**src/rtl/dice_roll_controller.sv**
```systemverilog
// Die-roll sequencer: edge-detects die buttons, arbitrates, runs a timed tumble
// and holds the settled 1..N result for the seven-segment display path.
module dice_roll_controller #(
    parameter int unsigned ROLL_CYCLES = 64,
    parameter bit          JITTER_EN   = 1'b1,
    parameter logic [15:0] LFSR_SEED   = 16'hACE1
) (
    input  logic       clk,
    input  logic       reset,
    input  logic [5:0] btn_in,
    input  logic       switchTest,
    output logic [2:0] die_sel,
    output logic [4:0] roll_value,
    output logic       busy,
    output logic       result_valid,
    output logic       roll_done
);

    // state  | meaning
    // IDLE   | waiting for a die button, display blank
    // ROLL   | tumble animation running, roll_cnt counting down
    // SHOW   | result held, a new press re-rolls
    // TEST   | display test mode, any roll aborted
    typedef enum logic [1:0] {
        S_IDLE = 2'd0,
        S_ROLL = 2'd1,
        S_SHOW = 2'd2,
        S_TEST = 2'd3
    } state_t;

    state_t      state_q, state_d;
    logic [2:0]  die_sel_q, die_sel_d;
    logic [4:0]  tumbler_q, tumbler_d;
    logic [7:0]  roll_cnt_q, roll_cnt_d;
    logic [5:0]  btn_q;
    logic [15:0] lfsr_q, lfsr_d;
    logic        roll_done_q, roll_done_d;

    logic [5:0]  rise;
    logic [2:0]  win_code;
    logic [4:0]  sides;
    logic [7:0]  roll_len;

    always_ff @(posedge clk) begin
        if (reset) begin
            state_q     <= S_IDLE;
            die_sel_q   <= 3'b001;
            tumbler_q   <= 5'd1;
            roll_cnt_q  <= 8'd0;
            btn_q       <= 6'd0;
            lfsr_q      <= LFSR_SEED;
            roll_done_q <= 1'b0;
        end else begin
            state_q     <= state_d;
            die_sel_q   <= die_sel_d;
            tumbler_q   <= tumbler_d;
            roll_cnt_q  <= roll_cnt_d;
            btn_q       <= btn_in;
            lfsr_q      <= lfsr_d;
            roll_done_q <= roll_done_d;
        end
    end

    always_comb begin
        rise     = btn_in & ~btn_q;
        // Scan from the top so the lowest set bit (D4) is the last to win.
        win_code = 3'd0;
        for (int i = 5; i >= 0; i--) begin
            if (rise[i]) win_code = 3'(i);
        end

        case (die_sel_q)
            3'b000:  sides = 5'd4;
            3'b001:  sides = 5'd6;
            3'b010:  sides = 5'd8;
            3'b011:  sides = 5'd10;
            3'b100:  sides = 5'd12;
            default: sides = 5'd20;
        endcase

        roll_len = 8'(ROLL_CYCLES) + (JITTER_EN ? {4'd0, lfsr_q[3:0]} : 8'd0);
        lfsr_d   = {lfsr_q[14:0], lfsr_q[15] ^ lfsr_q[13] ^ lfsr_q[12] ^ lfsr_q[10]};

        state_d    = state_q;
        die_sel_d  = die_sel_q;
        tumbler_d  = tumbler_q;
        roll_cnt_d = roll_cnt_q;

        if (switchTest) begin
            state_d   = S_TEST;
            die_sel_d = 3'b111;
        end else begin
            case (state_q)
                S_IDLE, S_SHOW: begin
                    if (|rise) begin
                        state_d    = S_ROLL;
                        die_sel_d  = win_code;
                        tumbler_d  = 5'd1;
                        roll_cnt_d = roll_len;
                    end
                end
                S_ROLL: begin
                    tumbler_d  = (tumbler_q == sides) ? 5'd1 : tumbler_q + 5'd1;
                    roll_cnt_d = roll_cnt_q - 8'd1;
                    if (roll_cnt_q == 8'd1) state_d = S_SHOW;
                end
                default: begin
                    state_d   = S_IDLE;
                    die_sel_d = 3'b001;
                end
            endcase
        end

        roll_done_d = (state_q == S_ROLL) && (state_d == S_SHOW);
    end

    assign die_sel      = die_sel_q;
    assign busy         = (state_q == S_ROLL);
    assign result_valid = (state_q == S_SHOW);
    assign roll_done    = roll_done_q;
    assign roll_value   = (state_q == S_ROLL || state_q == S_SHOW) ? tumbler_q : 5'd0;

endmodule

```
**config.mk**
```make
export PLATFORM = sky130hd
export DESIGN_NAME = dice_roll_controller
export DESIGN_NICKNAME = d
export VERILOG_FILES = /design/src/rtl/dice_roll_controller.sv
export SDC_FILE = /design/constraint.sdc
export NUM_CORES = 1
export LEC_CHECK = 0
export BUFFER_PORTS_ARGS = -buffer_cell sky130_fd_sc_hd__buf_4
export CAP_MARGIN = 20
export CORE_MARGIN = 2
export CORE_UTILIZATION = 55
export CTS_CLUSTER_DIAMETER = 120
export DETAILED_ROUTE_END_ITERATION = 10
export PLACE_DENSITY = 0.86
export RECOVER_POWER = 50
export SETUP_SLACK_MARGIN = 0.2
export SLEW_MARGIN = 20
export SYNTH_ARGS = -nofsm -noshare
export SYNTH_HDL_FRONTEND = slang
export SYNTH_SLANG_ARGS = --single-unit
```
**constraint.sdc**
```tcl
create_clock -name clk -period 2.3 [get_ports clk]
set_input_delay 0.46 -clock clk [delete_from_list [all_inputs] [get_ports clk]]
set_output_delay 0.46 -clock clk [all_outputs]
set_load 0.03 [all_outputs]
```
==> results of run 1 <==
[final cells by class]
class,instances,area (sq um),share of cell area
clock buffers,5,37.54,0.01740
clock inverters,3,21.27,0.009861
inverters,9,33.78,0.01566
multi-input cells,153,1018,0.4722
flip-flops and latches,41,823.3,0.3817
well taps,46,57.56,0.02668
repair buffers,25,165.2,0.07657
[cell usage after synthesis, types with 2 or more instances]
library cell / n
xor2_1: 2
buf_6: 2
inv_1: 9
nand2_1: 18
a21oi_1: 17
and2_1: 5
a21o_1: 3
a211o_1: 2
dfxtp_1: 41
nor2_1: 14
or2_2: 7
or3_1: 6
xnor2_1: 2
clkbuf_1: 6
o21ai_2: 2
o22ai_1: 2
nor4_1: 3
nor3_1: 3
nor2b_1: 16
o211ai_1: 2
a22oi_1: 2
nand3_1: 4
ha_1: 7
nand2b_1: 5
nand4_1: 2
o21ai_0: 6
o21ai_1: 3
[routing by layer]
metal | vias up | track usage | part of all wire
li1 | 782 | - | -
met1 | 722 | 0.2610 | 0.48
met2 | 31 | 0.3098 | 0.47
met3 | 4 | 0.05405 | 0.044
met4 | 0 | 0.06667 | 0.0093
met5 | - | 0 | 0
[registers in the layout, summed over array words and instances (netlist names)]
register,count
lfsr_q,16
roll_cnt_q,8
btn_q,6
tumbler_q,5
die_sel,3
state_q,2
roll_done,1
[cell families (layout without fill, tap and decap cells)]
logic type               Yosys count  after routing
AND/OR/NAND/NOR                   91             91
AO/OA/AOI/OAI                     50             50
adder cells (fa/ha/maj)            7              7
flip-flops                        41             41
buffers and inverters             18             42
XOR/XNOR                           4              4
multiplexers                       1              1
[per-stage QoR]
step,hold slack (ns),setup WS (ns),util,cells
floorplan,0.3895,0.2342,-,212
CTS,0.3087,0.2240,0.6412,278
detailed placement,0.3956,0.1685,0.6220,270
global route,0.3203,0.1995,0.6464,282
global placement,0.3918,0.2637,0.6220,270
finish,0.3200,0.3128,0.6464,282
[worst paths after layout]
path | startpoint | to
min | btn_in[3] | btn_q[3]
max reg2reg | state_q[0] | roll_cnt_q[2]
max | state_q[0] | roll_value[2]
min reg2reg | lfsr_q[9] | lfsr_q[10]
[timing repair]
action,4_1_cts,5_1_grt
pin swaps,0,1
setup buffers,0,4
setup endpoints to repair,3,10
gates resized for setup,1,3
[critical path: cells and delay by family, from the launching register on]
family / cells / cell delay, ns
DFF: 1 / 0.39
adders and majority gates: 1 / 0.36
and+or+nand+nor: 1 / 0.18
buffers and inverters: 2 / 0.25
[placed cells by master (no fill, tap or decap), types with 3 or more instances in the layout]
| cell | instances |
|---|---|
| and2_1 | 5 |
| nor2_1 | 14 |
| o21ai_0 | 6 |
| a21oi_1 | 17 |
| nor3_1 | 3 |
| nor2b_1 | 16 |
| clkbuf_1 | 6 |
| nand2_1 | 18 |
| inv_1 | 9 |
| nand2b_1 | 5 |
| nand3_1 | 4 |
| buf_4 | 19 |
| ha_1 | 7 |
| o21ai_1 | 3 |
| nor4_1 | 3 |
| dfxtp_1 | 39 |
| a21o_1 | 3 |
| clkbuf_4 | 5 |
| or3_1 | 5 |
| or2_2 | 7 |
[power breakdown]
group / internal [W] / switching (W)
Combinational: 0.000127 / 0.000167
Sequential: 0.000757 / 0.0000395
Clock: 0.000121 / 0.000241
Total: 0.00100 / 0.000448
==> qor.yml, run 1 <==
run_status:
  status: "finished, final reports clean"
sta:
  period_minus_slack_ns: 1.987
  finalSetupTns_ns: 0
  timing.final.crit_share: 0.8640
  max_freq_mhz: 503.2
  skew_ns: 0.008427
  hold_viol: 0
  setup_violations: 0
  tightestPinTransition_ns: 0.9429
  rsz0062_at_grt: "false"
  max_slew_margin: 0.3714
  drv_slew: 0
drt:
  vias: 1539
  post_drt_wl_per_cell_microns: 12.93
  dr.pass1.iters: 4
  drt-vias-per-instance: 5.457
  dr.first_iter.drc_count: 132
  postRouteAntennaNets: 0
  routed_wirelength_microns: 3647
  route.detailed.drc: 0
synth:
  synth_edf_count: 0
  syn_avg_cell_area_sq_um: 9.012
  ys_ff_latch: 41
  synth-compound-area-share: 0.1821
  synth_top_family_by_area: "simple AND/OR/NAND/NOR gates"
  synth_top_area_share: 0.4296
  syn-cell-area_sq_um: 1911
  synth.area.top_cells: "dfxtp_1 (43%), nor2b_1 (5.2%), ha_1 (4.6%)"
  synth_cell_types: 48
  synth-xor-area-share: 0.01834
  synthFlopType: "dfxtp_1"
  synth_simple_gate_area_frac: 0.2750
  synth_warnings: 0
  yosysSeqAreaShare: 0.4296
  synth_adder_area_share: 0.04584
  synthesis.instances: 212
  syn_nets: 228
  synth_top_area_cell: "dfxtp_1"
  synth-async-reset-ratio: 0
  synthMuxAreaShare: 0.005239
pwr:
  p_leak_nw: 0.8878
  ir_drop_mv: 0.4396
  power_w: 0.001453
  power_density_nw_per_um2: 673.4
final_layout:
  fillers: 286
  postLayoutCellArea_sq_um: 2157
  nets: 251
  drive_gt1_frac: 0.1992
  diodes: 0
  area_growth_pct: 12.90
critical_path:
  cpMaxStageDelayCell: "dfxtp_2"
  start_kind: "register"
  crit_type: "register to output port"
  cp.arrival_ns: 1.53
  cp.required_ns: 1.84
  setup.worst_path.end_class: "output port"
  critPathMaxStageDelay_ns: 0.39
  rrSetupSlack_ns: 0.32
  path_max_fanout: 5
  path_cells: "inv_1 -> ha_1 -> and2_1 -> buf_4"
  worstRegToRegCells: 8
global_routing:
  grt_pass1_vias: 1413
  grt.total_usage: 0.1974
  grt_pass1_wl_microns: 6272
  grt_max_degree: 22
  antenna_found_initial: 0
  grt_remaining_overflow: 0
clock_network:
  clk_pin_slew_ns: 0.12
  insertion_delay_ns: 0.35
  htreeDepth: 2
  cts_max_path_buffers: 2
  cts_hold_buf: 0
  cts.sinks: 41
  tritoncts: "yes"
  cts.root.buffer_cell: "clkbuf_4"
  numCtsBuffers: 5
placed_design:
  gp_congestion: 0.8441
  numPortBuffers: 19
  place_area_sq_um: 2076
  dp_hpwl_microns: 2526
flow_run:
  drv_cap: 0
floorplan:
  die_area_sq_um: 3961
  ios: 20
  core_sq_um: 3337
  die_w_microns: 62.94
  rows: 21
  initial_core_util: 0.5726
  chipHeight_microns: 62.94
worst_hold_path:
  hold_path.class: "primary input to register"
  holdPathStages: 2
No activity file was read; power rests on OpenSTA's default activity.
==> run 2, diff against run 1 <==
--- a/config.mk
+++ b/config.mk
@@ -7,6 +7,7 @@
 export LEC_CHECK = 0
 export BUFFER_PORTS_ARGS = -buffer_cell sky130_fd_sc_hd__buf_4
 export CAP_MARGIN = 20
+export CORE_ASPECT_RATIO = 0.9
 export CORE_MARGIN = 2
 export CORE_UTILIZATION = 55
 export CTS_CLUSTER_DIAMETER = 120
==> run 2 against run 1 <==
Clock skew increased by 0.00059 ns. Worst setup slack lost 0.011 ns. Clock-buffer cell count increased by 2. Sequential cell count unchanged. Sequential share of layout area shrank 1.0 points. Total power increased by 15%. Critical path type is now register to register.
==> qor.yml, run 2 (synthesis gave the netlist of run 1 again) <==
run_status:
  status: "finished, final reports clean"
placed_design:
  numPortBuffers: 19  # unchanged
  dp_hpwl_microns: 2539  # +0.51%
  place_area_sq_um: 2066  # -0.48%
  gp_congestion: 0.8282  # -1.9%
floorplan:
  die_area_sq_um: 3962  # about the same
  die_w_microns: 66.13  # +5.1%
  chipHeight_microns: 59.92  # -4.8%
  ios: 20  # unchanged
  core_sq_um: 3353  # +0.49%
  initial_core_util: 0.5698  # -0.002777
  rows: 20  # -4.8%
final_layout:
  largest_reg_flops: 16  # unchanged
  nets: 250  # -0.40%
  fin_util: 0.6590  # +0.01254
  top_register: "lfsr_q"
  mostFrequentLayoutCells: "dfxtp_1 (41), buf_4 (20), nand2_1 (18)"
  postLayoutCellArea_sq_um: 2210  # +2.4%
  diodes: 0  # unchanged
  area_growth_pct: 15.65
  fillers: 282  # -1.4%
  reg_top3: "lfsr_q (16), roll_cnt_q (8), btn_q (6)"
  drive_gt1_frac: 0.1915  # -0.007663
  layout_commonest_cell: "dfxtp_1"
critical_path:
  cp.arrival_ns: 2.22  # +0.69 ns
  path_max_fanout: 9  # +4
  cp.required_ns: 2.52  # +0.68 ns
  setup.worst_path.end_class: "register"
  critPathMaxStageDelay_ns: 0.42  # +0.03 ns
  crit_type: "register to register"
  path_cells: "inv_1 -> ha_1 -> nor2_1 -> or3_4 -> o21a_4 -> nand2_1 -> or3_1 -> a21oi_1"
  start_kind: "register"
  crit_family: "simple AND/OR/NAND/NOR gates"
  cpMaxStageDelayCell: "dfxtp_1"
  cp.buffers_inverters: 1  # -1
drt:
  dr.first_iter.drc_count: 121  # -8.3%
  routed_wirelength_microns: 3756  # +3.0%
  post_drt_wl_per_cell_microns: 13.46  # +4.1%
  dr.pass1.iters: 4  # unchanged
  drt-vias-per-instance: 5.573  # +2.1%
  route.detailed.drc: 0  # unchanged
  vias: 1555  # +1.0%
  postRouteAntennaNets: 0  # unchanged
flow_run:
  drv_cap: 0  # unchanged
pwr:
  sw_frac_of_total: 0.2619  # -0.04621
  ir_drop_mv: 0.4333  # -1.4%
  p_clk_frac: 0.349  # +0.100
  combPwrFrac: 0.176  # -0.026
  power_density_nw_per_um2: 758.5  # +13%
  netSwitchingPower_w: 0.0004390  # -1.9%
  internal-power_w: 0.001237  # +23%
  p_leak_nw: 0.9167  # +3.3%
  share_seq_of_total_power: 0.475  # -0.074
global_routing:
  grt_pass1_vias: 1366  # -3.3%
  grt_pass1_wl_microns: 6279  # +0.11%
  grt_remaining_overflow: 0  # unchanged
  grt.total_usage: 0.2091  # +0.01171
  grt_max_degree: 39  # +77%
  antenna_found_initial: 0  # unchanged
sta:
  timing.final.crit_share: 0.8687  # +0.004718
  finalSetupTns_ns: 0  # unchanged
  drv_slew: 0  # unchanged
  max_slew_margin: 0.7154  # +0.3440
  max_freq_mhz: 500.5  # -0.54%
  tightestPinTransition_ns: 0.4241  # -0.5188 ns
  hold_viol: 0  # unchanged
  rsz0062_at_grt: "true"
  skew_ns: 0.009012  # +0.0005852 ns
  setup_violations: 0  # unchanged
  period_minus_slack_ns: 1.998  # +0.01085 ns
clock_network:
  numCtsBuffers: 5  # unchanged
  insertion_delay_ns: 0.29  # -0.06 ns
  htreeDepth: 2  # unchanged
  cts.root.buffer_cell: "clkbuf_8"
  tritoncts: "yes"
  clk_pin_slew_ns: 0.08  # -0.04 ns
  cts_max_path_buffers: 2  # unchanged
  cts.sinks: 41  # unchanged
worst_hold_path:
  hold_path.class: "primary input to register"
-- run 2: cell count changes in the layout (fill, tap and decap cells not counted) --
cell,delta
clkbuf_8,+6
inv_6,-1
dfxtp_2,-2
bufinv_16,+1
clkbuf_4,-5
buf_4,+1
clkinvlp_4,-1
clkinv_2,-1
dfxtp_1,+2
clkbuf_1,-1
-- run 2: final timing paths --
check / startpoint / to / slack [ns] / cells after the start
max: state_q[0] / roll_cnt_q[7] / 0.30 / 8
min: btn_in[3] / btn_q[3] / 0.39 / 2
max reg2reg: state_q[0] / roll_cnt_q[7] / 0.30 / 8
min reg2reg: lfsr_q[4] / lfsr_q[5] / 0.41 / 1
-- run 2: area by class of cell --
type | instances | area, sq um | share of cell area
clock buffer | 7 | 86.33 | 0.03907
multi-input combinational | 153 | 1018 | 0.4609
clock inverter | 1 | 30.03 | 0.01359
inverter | 9 | 33.78 | 0.01529
sequential | 41 | 820.8 | 0.3715
tap | 44 | 55.05 | 0.02492
timing repair buffer | 24 | 165.2 | 0.07474
-- run 2: per-stage QoR --
step                setup WS, ns  instances  hold slack (ns)  total power [W]
floorplan                 0.2342        212           0.3895         0.001025
global placement          0.2673        267           0.3940         0.001086
detailed placement        0.1132        267           0.3933         0.001093
CTS                       0.2381        275           0.3876         0.001675
global route              0.1701        279           0.3975         0.001763
finish                    0.3020        279           0.3926         0.001676
-- run 2: power groups by stage --
stage / clock network (W) / logic, W / registers, W
2_1_floorplan: 0 / 0.000216 / 0.000809
3_3_place_gp: 0 / 0.000275 / 0.000811
3_5_place_dp: 0 / 0.000281 / 0.000812
4_1_cts: 0.000594 / 0.000286 / 0.000796
5_1_grt: 0.000633 / 0.000328 / 0.000803
6_report: 0.000584 / 0.000295 / 0.000797
-- run 2: timing repair --
| item | in CTS | in global routing |
|---|---|---|
| endpoints found under the hold margin | 0 | 0 |
| hold buffers | 0 | 0 |
| gates cloned | 0 | 0 |
| pin swaps | 0 | 1 |
| buffers inserted | 0 | 4 |
| setup endpoints to repair | 1 | 3 |
| resized for setup | 1 | 1 |
-- run 2: layer usage --
layer	share of wire	up-vias	track usage	routed length, microns
met5	0	-	0	0
met4	0.019	0	0.08163	72
met3	0.054	10	0.06026	201
met2	0.45	39	0.3086	1685
met1	0.48	727	0.2889	1796
li1	-	779	-	-
==> run 3, diff against run 2 <==
--- a/config.mk
+++ b/config.mk
@@ -9,13 +9,12 @@
 export CAP_MARGIN = 20
 export CORE_ASPECT_RATIO = 0.9
 export CORE_MARGIN = 2
-export CORE_UTILIZATION = 55
+export CORE_UTILIZATION = 30
 export CTS_CLUSTER_DIAMETER = 120
 export DETAILED_ROUTE_END_ITERATION = 10
-export PLACE_DENSITY = 0.86
+export PLACE_DENSITY = 0.57
 export RECOVER_POWER = 50
 export SETUP_SLACK_MARGIN = 0.2
-export SLEW_MARGIN = 20
 export SYNTH_ARGS = -nofsm -noshare
 export SYNTH_HDL_FRONTEND = slang
 export SYNTH_SLANG_ARGS = --single-unit
==> run 3 against run 2 <==
Global-route usage decreased by 9.2 points. Total power shrank 7.2%. Final area increased by 0.79%. Core utilization decreased by 30 points. First-iteration DRC count is 75% lower. Critical endpoint is now tumbler_q[2]. Critical path depth down 4. Clock-buffer cell count is 1 lower. Sequential power barely moved. Via count is 2.7% lower.
==> qor.yml, run 3 (synthesis gave the netlist of run 1 again) <==
final_layout:
  largest_reg_flops: 16  # unchanged
  layout_commonest_cell: "dfxtp_1"
  top_register: "lfsr_q"
  drive_gt1_frac: 0.1830  # -0.008511
  nets: 250  # unchanged
  mostFrequentLayoutCells: "dfxtp_1 (41), nand2_1 (18), buf_4 (18)"
  reg_top3: "lfsr_q (16), roll_cnt_q (8), btn_q (6)"
  area_growth_pct: 16.57
  diodes: 0  # unchanged
critical_path:
  critPathMaxStageDelay_ns: 0.82  # +0.40 ns
  cp.required_ns: 2.49  # -0.03 ns
  start_kind: "primary input"
  crit_type: "primary input to register"
  cpMostUsedCell: "clkbuf_1"
  setup.worst_path.end_class: "register"
  cpMaxStageDelayCell: "clkbuf_1"
  cp.arrival_ns: 2.19  # -0.03 ns
  path_cells: "clkbuf_1 -> clkbuf_1 -> o22ai_1 -> a21o_1"
  rrSetupSlack_ns: 0.34  # +0.04 ns
  path_max_fanout: 21  # +12
floorplan:
  ios: 20  # unchanged
  rows: 27  # +35%
  chipHeight_microns: 79.71  # +33%
  die_w_microns: 88.12  # +33%
  die_area_sq_um: 7024  # +77%
  initial_core_util: 0.3107  # -0.2590
  core_sq_um: 6148  # +83%
global_routing:
  grt.total_usage: 0.1168  # -0.09232
  grt_max_degree: 22  # -44%
  grt_pass1_vias: 1403  # +2.7%
  grt_pass1_wl_microns: 6437  # +2.5%
  grt_remaining_overflow: 0  # unchanged
  antenna_found_initial: 0  # unchanged
pwr:
  p_leak_nw: 0.8883  # -3.1%
  power_density_nw_per_um2: 698.0  # -8.0%
  ir_drop_mv: 0.2279  # -47%
clock_network:
  htreeDepth: 2  # unchanged
  cts.sinks: 41  # unchanged
  cts_max_path_buffers: 2  # unchanged
  numCtsBuffers: 5  # unchanged
  insertion_delay_ns: 0.29  # about the same
  cts.root.buffer_cell: "clkbuf_8"
  clk_pin_slew_ns: 0.08  # about the same
  tritoncts: "yes"
worst_hold_path:
  hold_path.class: "primary input to register"
sta:
  tightestPinTransition_ns: 1.006  # +0.5819 ns
  hold_viol: 0  # unchanged
  timing.final.crit_share: 0.8696  # +0.0008839
  max_freq_mhz: 500.0  # -0.10%
  max_slew_margin: 0.3293  # -0.3860
  rsz0062_at_grt: "false"
  drv_slew: 0  # unchanged
  fin_ws_ns: 0.3000  # -0.002033 ns
  period_minus_slack_ns: 2.000  # +0.002033 ns
  setup_violations: 0  # unchanged
  finalSetupTns_ns: 0  # unchanged
  skew_ns: 0.004116  # -0.004896 ns
placed_design:
  dp_hpwl_microns: 2719  # +7.1%
  post-place-ws_ns: 0.1432  # +0.03001 ns
  numPortBuffers: 19  # unchanged
  gp_congestion: 0.7861  # -5.1%
drt:
  route.detailed.drc: 0  # unchanged
  routed_wirelength_microns: 3932  # +4.7%
  drt-vias-per-instance: 4.699  # -16%
  dr.first_iter.drc_count: 30  # -75%
  vias: 1513  # -2.7%
  post_drt_wl_per_cell_microns: 12.21  # -9.3%
  postRouteAntennaNets: 0  # unchanged
  dr.pass1.iters: 4  # unchanged
flow_run:
  drv_cap: 0  # unchanged
run_status:
  status: "finished, final reports clean"
==> run 3: cell types whose count changed in the layout (fill, tap and decap cells not counted), sizes merged <==
cell and delta:
buf -2, clkinvlp +2, bufinv -1, clkbuf +1
==> run 3: worst paths after layout <==
check	from	cells past startpoint	endpoint
worst min register to register	lfsr_q[9]	1	lfsr_q[10]
worst min-delay path	btn_in[1]	2	btn_q[1]
worst max register to register	state_q[0]	8	roll_cnt_q[2]
worst max-delay path	reset	4	tumbler_q[2]
==> run 3: cell type report <==
cell class | count | area (sq um)
Multi-Input combinational cell | 153 | 1018
Clock inverter | 2 | 15.01
Inverter | 9 | 33.78
Sequential cell | 41 | 820.8
Tap cell | 87 | 108.9
Fill cell | 663 | 3921
Timing Repair Buffer | 24 | 157.7
Clock buffer | 6 | 72.57
==> run 3: timing repair <==
action | 4_1_cts | 5_1_grt
endpoints found under the setup margin | 1 | 3
gates resized for setup | 1 | 1
hold buffers | 0 | 0
pin swaps | 0 | 1
buffers inserted | 0 | 3
==> run 3: worst max-delay path: cells and delay by family <==
kind	cells	cell delay, ns
buf+inv	2	1.31
compound gates	2	0.41
==> run 3: report_power, final <==
part / internal, W / total (W) / switching, W
sequential: 0.000756 / 0.000795 / 0.0000391
clock: 0.000214 / 0.000466 / 0.000252
combinational: 0.000125 / 0.000294 / 0.000169
total: 0.00109 / 0.00155 / 0.000460
==> run 3: metrics by stage <==
| step | cell area [sq um] | util | hold slack [ns] | power (W) | cells |
|---|---|---|---|---|---|
| 2_1_floorplan | 1911 | - | 0.3895 | 0.001025 | 212 |
| 3_3_place_gp | 2127 | 0.3460 | 0.3918 | 0.001098 | 311 |
| 3_5_place_dp | 2127 | 0.3460 | 0.3952 | 0.001099 | 311 |
| 4_1_cts | 2220 | 0.3610 | 0.3785 | 0.001574 | 319 |
| 5_1_grt | 2227 | 0.3622 | 0.3679 | 0.001655 | 322 |
| 6_report | 2227 | 0.3622 | 0.3873 | 0.001555 | 322 |
==> run 3: layer usage <==
| layer | part of all wire | global-route usage | vias to the layer above |
|---|---|---|---|
| met5 | 0 | 0 | - |
| met4 | 0.011 | 0.04697 | 0 |
| met3 | 0.040 | 0.03930 | 4 |
| met2 | 0.43 | 0.1674 | 28 |
| met1 | 0.52 | 0.1600 | 706 |
| li1 | - | - | 775 |
